--- config.mk ---
export PLATFORM = sky130hd
export DESIGN_NAME = addsub_seq
export DESIGN_NICKNAME = d
export VERILOG_FILES = /design/src/rtl/addsub_seq.sv
export SDC_FILE = /design/constraint.sdc
export NUM_CORES = 1
export LEC_CHECK = 0
export BUFFER_PORTS_ARGS = -buffer_cell sky130_fd_sc_hd__buf_2
export CAP_MARGIN = 20
export CORE_AREA = 2 2 87 89
export DETAILED_ROUTE_END_ITERATION = 10
export DIE_AREA = 0 0 89 91
export PLACE_DENSITY = 0.81
export SLEW_MARGIN = 20
export SYNTH_ARGS = -nofsm -noshare
export SYNTH_HDL_FRONTEND = slang
export SYNTH_SLANG_ARGS = --single-unit
--- constraint.sdc ---
create_clock -name clk -period 2.6 [get_ports clk]
set_clock_uncertainty 0.15 [all_clocks]
set_input_delay 0.26 -clock clk [delete_from_list [all_inputs] [get_ports clk]]
set_output_delay 0.26 -clock clk [all_outputs]
set_load 0.01 [all_outputs]
--- src/rtl/addsub_seq.sv ---
// addsub_seq: digit-serial two's-complement add/subtract unit with
// valid/ready handshakes on both sides. Each RUN cycle processes DIGIT bits,
// least-significant digit first. cout is the carry out of the MSB digit;
// for subtraction 1 means no borrow. ovf flags signed overflow.
// Optional feature: define ADDSUB_SAT_EN to saturate out on signed overflow;
// without it out is the wrapped modulo-2^WIDTH result.
module addsub_seq #(
  parameter int WIDTH = 20,
  parameter int DIGIT = 4
) (
  input  logic             clk,
  input  logic             rst_n,
  input  logic             in_valid,
  output logic             in_ready,
  input  logic             mode,
  input  logic [WIDTH-1:0] a,
  input  logic [WIDTH-1:0] b,
  output logic             out_valid,
  input  logic             out_ready,
  output logic [WIDTH-1:0] out,
  output logic             cout,
  output logic             ovf
);

  localparam int N  = WIDTH / DIGIT;
  localparam int CW = (N > 1) ? $clog2(N) : 1;
  localparam logic [WIDTH-1:0] MIN_NEG = WIDTH'(1) << (WIDTH - 1);
  localparam logic [WIDTH-1:0] MAX_POS = ~MIN_NEG;

  typedef enum logic [1:0] {IDLE, RUN, HOLD} state_t;

  state_t           state;
  state_t           state_next;
  logic             accept;
  logic             last;

  logic [WIDTH-1:0] a_sr;       // operand A, shifted right one digit per RUN edge
  logic [WIDTH-1:0] b_sr;       // operand B (inverted for subtract), shifted likewise
  logic [WIDTH-1:0] res_sr;     // result digits enter at the top, LSB digit first
  logic             carry;
  logic             sign_a;
  logic             sign_b;     // sign of the effective addend (~b for subtract)
  logic [CW-1:0]    cnt;

  logic [DIGIT:0]   digit_sum;
  logic [WIDTH-1:0] res_next;
  logic             ovf_next;
  logic [WIDTH-1:0] out_next;

  // State register.
  always_ff @(posedge clk or negedge rst_n) begin
    // NOTE: sequential state uses non-blocking assignments so every flop
    // samples pre-edge values regardless of block evaluation order.
    if (!rst_n) state <= IDLE;
    else        state <= state_next;
  end

  // Next-state logic and state-decoded handshake outputs.
  always_comb begin
    // NOTE: every variable gets a default first so no path leaves it
    // unassigned, which would otherwise infer a latch.
    state_next = state;
    accept     = 1'b0;
    last       = 1'b0;
    in_ready   = 1'b0;
    out_valid  = 1'b0;
    case (state)
      IDLE: begin
        in_ready = 1'b1;
        if (in_valid) begin
          accept     = 1'b1;
          state_next = RUN;
        end
      end
      RUN: begin
        if (cnt == CW'(N - 1)) begin
          last       = 1'b1;
          state_next = HOLD;
        end
      end
      HOLD: begin
        out_valid = 1'b1;
        if (out_ready) state_next = IDLE;
      end
      default: state_next = IDLE;
    endcase
  end

  // One digit of the ripple sum plus the assembled result and overflow test.
  always_comb begin
    digit_sum = {1'b0, a_sr[DIGIT-1:0]} + {1'b0, b_sr[DIGIT-1:0]}
              + {{DIGIT{1'b0}}, carry};
    res_next  = (res_sr >> DIGIT) | (WIDTH'(digit_sum[DIGIT-1:0]) << (WIDTH - DIGIT));
    ovf_next  = (sign_a == sign_b) && (res_next[WIDTH-1] != sign_a);
`ifdef ADDSUB_SAT_EN
    out_next  = ovf_next ? (sign_a ? MIN_NEG : MAX_POS) : res_next;
`else
    out_next  = res_next;
`endif
  end

  // Operand capture at accept, digit-serial processing in RUN, result load on the last digit.
  always_ff @(posedge clk or negedge rst_n) begin
    // NOTE: the working registers are reset along with the outputs so a
    // reset mid-operation leaves no stale partial result behind.
    if (!rst_n) begin
      a_sr   <= '0;
      b_sr   <= '0;
      res_sr <= '0;
      carry  <= 1'b0;
      sign_a <= 1'b0;
      sign_b <= 1'b0;
      cnt    <= '0;
      out    <= '0;
      cout   <= 1'b0;
      ovf    <= 1'b0;
    end else if (accept) begin
      a_sr   <= a;
      b_sr   <= mode ? ~b : b;
      res_sr <= '0;
      carry  <= mode;
      sign_a <= a[WIDTH-1];
      sign_b <= mode ? ~b[WIDTH-1] : b[WIDTH-1];
      cnt    <= '0;
    end else if (state == RUN) begin
      a_sr   <= a_sr >> DIGIT;
      b_sr   <= b_sr >> DIGIT;
      res_sr <= res_next;
      carry  <= digit_sum[DIGIT];
      cnt    <= cnt + CW'(1);
      if (last) begin
        out  <= out_next;
        cout <= digit_sum[DIGIT];
        ovf  <= ovf_next;
      end
    end
  end

endmodule
==> impl_table.tex <==
\begin{tabular}{lr}
\hline
Metric & Value \\
\hline
\multicolumn{2}{l}{\textbf{Timing}} \\
\quad Period utilisation layout & 80.89\% \\
\quad Final TNS setup & 0 ns \\
\quad Transition time at the pin with the least slew margin & 0.5687 ns \\
\quad Fmax achieved & 475.5 MHz \\
\quad Final hold violation count & 0 \\
\quad Post-layout minimum cycle time & 2.103 ns \\
\quad Worst hold slack & 0.009084 ns \\
\quad RSZ-0062 raised after global routing & no \\
\quad Final slew viol count & 0 \\
\quad Relative slew margins & between 60 and 70\% \\
\quad Setup violation total in the final timing report & 0 \\
\multicolumn{2}{l}{\textbf{Job}} \\
\quad Number of maximum-capacitance constraint violations & 0 \\
\multicolumn{2}{l}{\textbf{Setup path}} \\
\quad Crit path required time & around 2.7 ns \\
\quad Launching element of the worst setup path & b\_sr[0] \\
\quad Endpoint of the worst-slack reg-to-reg timing path & cout \\
\quad Worst reg2reg path startpoint & b\_sr[0] \\
\quad Worst reg2reg path depth & 5 \\
\quad Type of the worst setup path & reg2reg \\
\quad Top fanout value on the critical path & 2 \\
\quad Register-to-register path setup slack & 0.50 ns \\
\quad Kind of end point of the critical path & flop \\
\quad Kind of start point of the critical path & flop \\
\quad WP data arrival & 2.15 ns \\
\multicolumn{2}{l}{\textbf{Global routing}} \\
\quad Global-route track usage on met3 & 3.909\% \\
\quad Number of antenna violations at the first check in global routing & 0 \\
\quad Vias in the first global route & between 2,000 and 3,000 \\
\quad Maximum number of pins on one net before global-route repair & 45 \\
\quad Top Usage Layer GRT & met2 \\
\quad Global-route wire length before repair & 13.12 mm \\
\quad Met1 track demand over resource in global routing & between 30 and 40\% \\
\quad Global Route met2 Usage & 31.16\% \\
\quad Total GRT Usage & 20.62\% \\
\quad GRT overflow & 0 \\
\multicolumn{2}{l}{\textbf{Floorplan}} \\
\quad Die area & between 8000 and 9000 sq um \\
\quad Die Width & 89 microns \\
\quad Floorplan Core Area & 7137 sq um \\
\quad Number of primary I/O pins & 69 \\
\quad Die Ht & slightly above 90 microns \\
\quad Row count & 31 \\
\quad Initial Utilization & 53.70\% \\
\multicolumn{2}{l}{\textbf{CTS}} \\
\quad Maximum root-to-sink buffer count & 2 \\
\quad Buffer count from post-CTS setup fixing & 0 \\
\quad Inserted Clock Buffers & 9 \\
\quad Source-to-sink clock delay at the later pin of the worst-skew pair & about 0.35 ns \\
\quad Clk slew on worst S/H paths & 0.09 ns \\
\quad CTS tree & built \\
\quad Sinks on the clock net & 86 \\
\quad Clock H-tree levels & 3 \\
\quad Clock root buffer & sky130\_fd\_sc\_hd\_\_clkbuf\_8 \\
\multicolumn{2}{l}{\textbf{Logic synthesis}} \\
\quad Share of async-settable or async-resettable flops after synthesis & 100.0\% \\
\quad Instance count of the mapped netlist & 370 \\
\quad Simple logic cell fraction of the synthesized area & between 10\% and 20\% \\
\quad Main combinational cell family by area after synthesis & simple AND/OR/NAND/NOR gates \\
\quad Post-synth EDFFs & 0 \\
\quad Parity-gate share of the synthesized area counting xor and xnor cells & 5.028\% \\
\quad Multiplexer share of the synthesized area & under 10\% \\
\quad Primary flip-flop cell chosen by synthesis mapping & sky130\_fd\_sc\_hd\_\_dfrtp\_1 \\
\quad Net Count, Synth & between 400 and 500 \\
\quad Unique masters post-synth & 31 \\
\quad \#FFs+latches synth & 86 \\
\quad Mean area per synthesized cell & 10.36 sq um \\
\quad Arithmetic-cell share of the synthesized area counting full adders, half adders and majority gates & 2.677\% \\
\quad Area of the mapped netlist & 3832 sq um \\
\quad Synthesized-area fraction occupied by ao, oa, aoi and oai cells & 11.52\% \\
\quad Total number of yosys warnings & 0 \\
\quad Proportion of synthesized chip area in sequential cells & 56.15\% \\
\multicolumn{2}{l}{\textbf{Layout}} \\
\quad Ratio of cells with drive above 1 in the final layout & 24.56\% \\
\quad Area growth from synthesis to layout & 20.86\% \\
\quad Post-layout nets & 503 \\
\quad Post-route standard cell area excluding fillers & 4632 sq um \\
\quad Share of the core filled with cells in the final layout & 64.90\% \\
\quad Number of antenna repair diodes & 0 \\
\multicolumn{2}{l}{\textbf{Route}} \\
\quad Detail-routed via count per cell & between 5 and 6 \\
\quad Number of DRC violations after detailed-routing iteration 0 & 140 \\
\quad Count of TritonRoute iterations in the first routing pass & 4 \\
\quad Routed WL & 7.755 mm \\
\quad Post-detailed-route DRC marker count & 0 \\
\quad Average routed wire per standard cell & 13.97 microns \\
\quad Post-DRT Antenna Nets & 0 \\
\quad Via total after detailed routing & 2,908 \\
\multicolumn{2}{l}{\textbf{Worst hold path}} \\
\quad Count of cells along the worst hold path & 3 \\
\quad Hold wc startpoint & a[5] \\
\quad Endpoint, Worst Hold & a\_sr[5] \\
\quad Classification of the worst-slack hold path & in2reg \\
\multicolumn{2}{l}{\textbf{Place}} \\
\quad Half-perimeter wire length after placement & 5.223 mm \\
\quad Final weighted congestion in routability-driven placement & around 0.79 \\
\quad Area of placed instances & 4272 sq um \\
\quad Number of buffers added on ports & 68 \\
\multicolumn{2}{l}{\textbf{Power and ir drop}} \\
\quad Power after layout & roughly 5500 uW \\
\quad Leak Pwr & 0.002318 uW \\
\quad Max rail drop VDD & approximately 0.44 mV \\
\quad Areal power density over the cells & approximately 1200 nW/um\^{}2 \\
\multicolumn{2}{l}{\textbf{Status}} \\
\quad Run status & finished clean \\
\hline
\end{tabular}
Yosys cell counts, types with 2 or more instances:
library cell	number	area, sq um
sky130_fd_sc_hd__nand3_1	5	25.02
sky130_fd_sc_hd__buf_1	7	26.28
sky130_fd_sc_hd__and3_1	2	12.51
sky130_fd_sc_hd__mux2_2	6	67.56
sky130_fd_sc_hd__a21o_1	2	15.01
sky130_fd_sc_hd__a221o_1	6	60.06
sky130_fd_sc_hd__nand2b_1	3	18.77
sky130_fd_sc_hd__clkbuf_1	8	30.03
sky130_fd_sc_hd__a22oi_1	17	127.6
sky130_fd_sc_hd__xor2_1	12	105.1
sky130_fd_sc_hd__fa_1	2	40.04
sky130_fd_sc_hd__nand2_1	107	401.6
sky130_fd_sc_hd__a31oi_1	10	62.56
sky130_fd_sc_hd__buf_2	7	35.03
sky130_fd_sc_hd__a21oi_1	2	10.01
sky130_fd_sc_hd__ha_1	5	62.56
sky130_fd_sc_hd__buf_6	2	22.52
sky130_fd_sc_hd__mux2_1	2	22.52
sky130_fd_sc_hd__dfrtp_1	86	2152
sky130_fd_sc_hd__mux2_4	10	150.1
sky130_fd_sc_hd__nor2_1	19	71.32
sky130_fd_sc_hd__xnor2_1	10	87.58
sky130_fd_sc_hd__inv_1	3	11.26
sky130_fd_sc_hd__o21ai_0	30	150.1
placed cells by master (no fill, tap or decap), drive strengths merged, types with 2 or more instances in the layout:
cell type | synthesis | final
clkbuf | 8 | 9
fa | 2 | 2
inv | 3 | 6
nand3 | 6 | 6
mux2 | 18 | 18
a221o | 6 | 6
a22oi | 17 | 17
ha | 5 | 5
nand2 | 107 | 107
a31oi | 10 | 10
dlygate4sd3 | 0 | 18
xor2 | 12 | 12
a21oi | 2 | 2
o21ai | 30 | 30
nand2b | 3 | 3
dfrtp | 86 | 86
xnor2 | 10 | 10
nor2 | 20 | 20
and3 | 2 | 2
buf | 16 | 76
clkinv | 0 | 3
a21o | 2 | 2
report_power, final:
group	internal, uW	switching, uW	total (uW)
Sequential	1950	378	2320
Combinational	997	1300	2290
Clock	359	500	859
critical path: stages, from the launching register on:
cell,delay [ns]
sky130_fd_sc_hd__dfrtp_1,0.42
sky130_fd_sc_hd__fa_1,0.44
sky130_fd_sc_hd__fa_1,0.43
sky130_fd_sc_hd__a21o_1,0.18
sky130_fd_sc_hd__a21oi_1,0.20
sky130_fd_sc_hd__o21ai_0,0.13
final cells by class:
cell class | count | area [sq um]
well taps | 99 | 123.9
clock inverters | 7 | 56.30
flip-flops and latches | 86 | 2152
inverters | 3 | 11.26
fillers | 588 | 2505
repair buffers | 94 | 595.6
clock buffers | 9 | 123.9
multi-input cells | 257 | 1569
layer usage:
layer	share of wire, %	wire length, microns	up-vias
met5	0	0	-
met4	1.6	123	0
met3	4.8	372	9
met2	49	3762	71
met1	45	3496	1427
li1	-	-	1401
registers in the layout, summed over array words and instances (netlist names):
name    count
state       2
b_sr       20
cnt         3
res_sr     16
cout        1
sign_b      1
ovf         1
out        20
sign_a      1
carry       1
a_sr       20
through the flow:
step                setup slack [ns]  instances
detailed placement            0.5212        521
floorplan                     0.5999        370
global placement              0.5640        521
CTS                           0.4944        555
global route                  0.3900        555
finish                        0.4968        555
worst max path at each step:
stage                      end  slack, ns
after floorplan            ovf       0.60
after global placement     ovf       0.56
after detailed placement   ovf       0.52
after CTS                 cout       0.49
after global routing      cout       0.39
final                     cout       0.50
kinds of logic after synthesis:
kind of cell | count (synthesis)
simple gates | 141
compound gates | 69
xor+xnor | 22
buf+inv | 27
flops | 86
mux | 18
fa+ha+maj | 7
repair_timing:
action,in CTS,in global routing
resized for setup,0,0
hold endpoints to repair,60,0
hold buffers,18,0
Note: power is estimated with default switching activity, not from simulation.
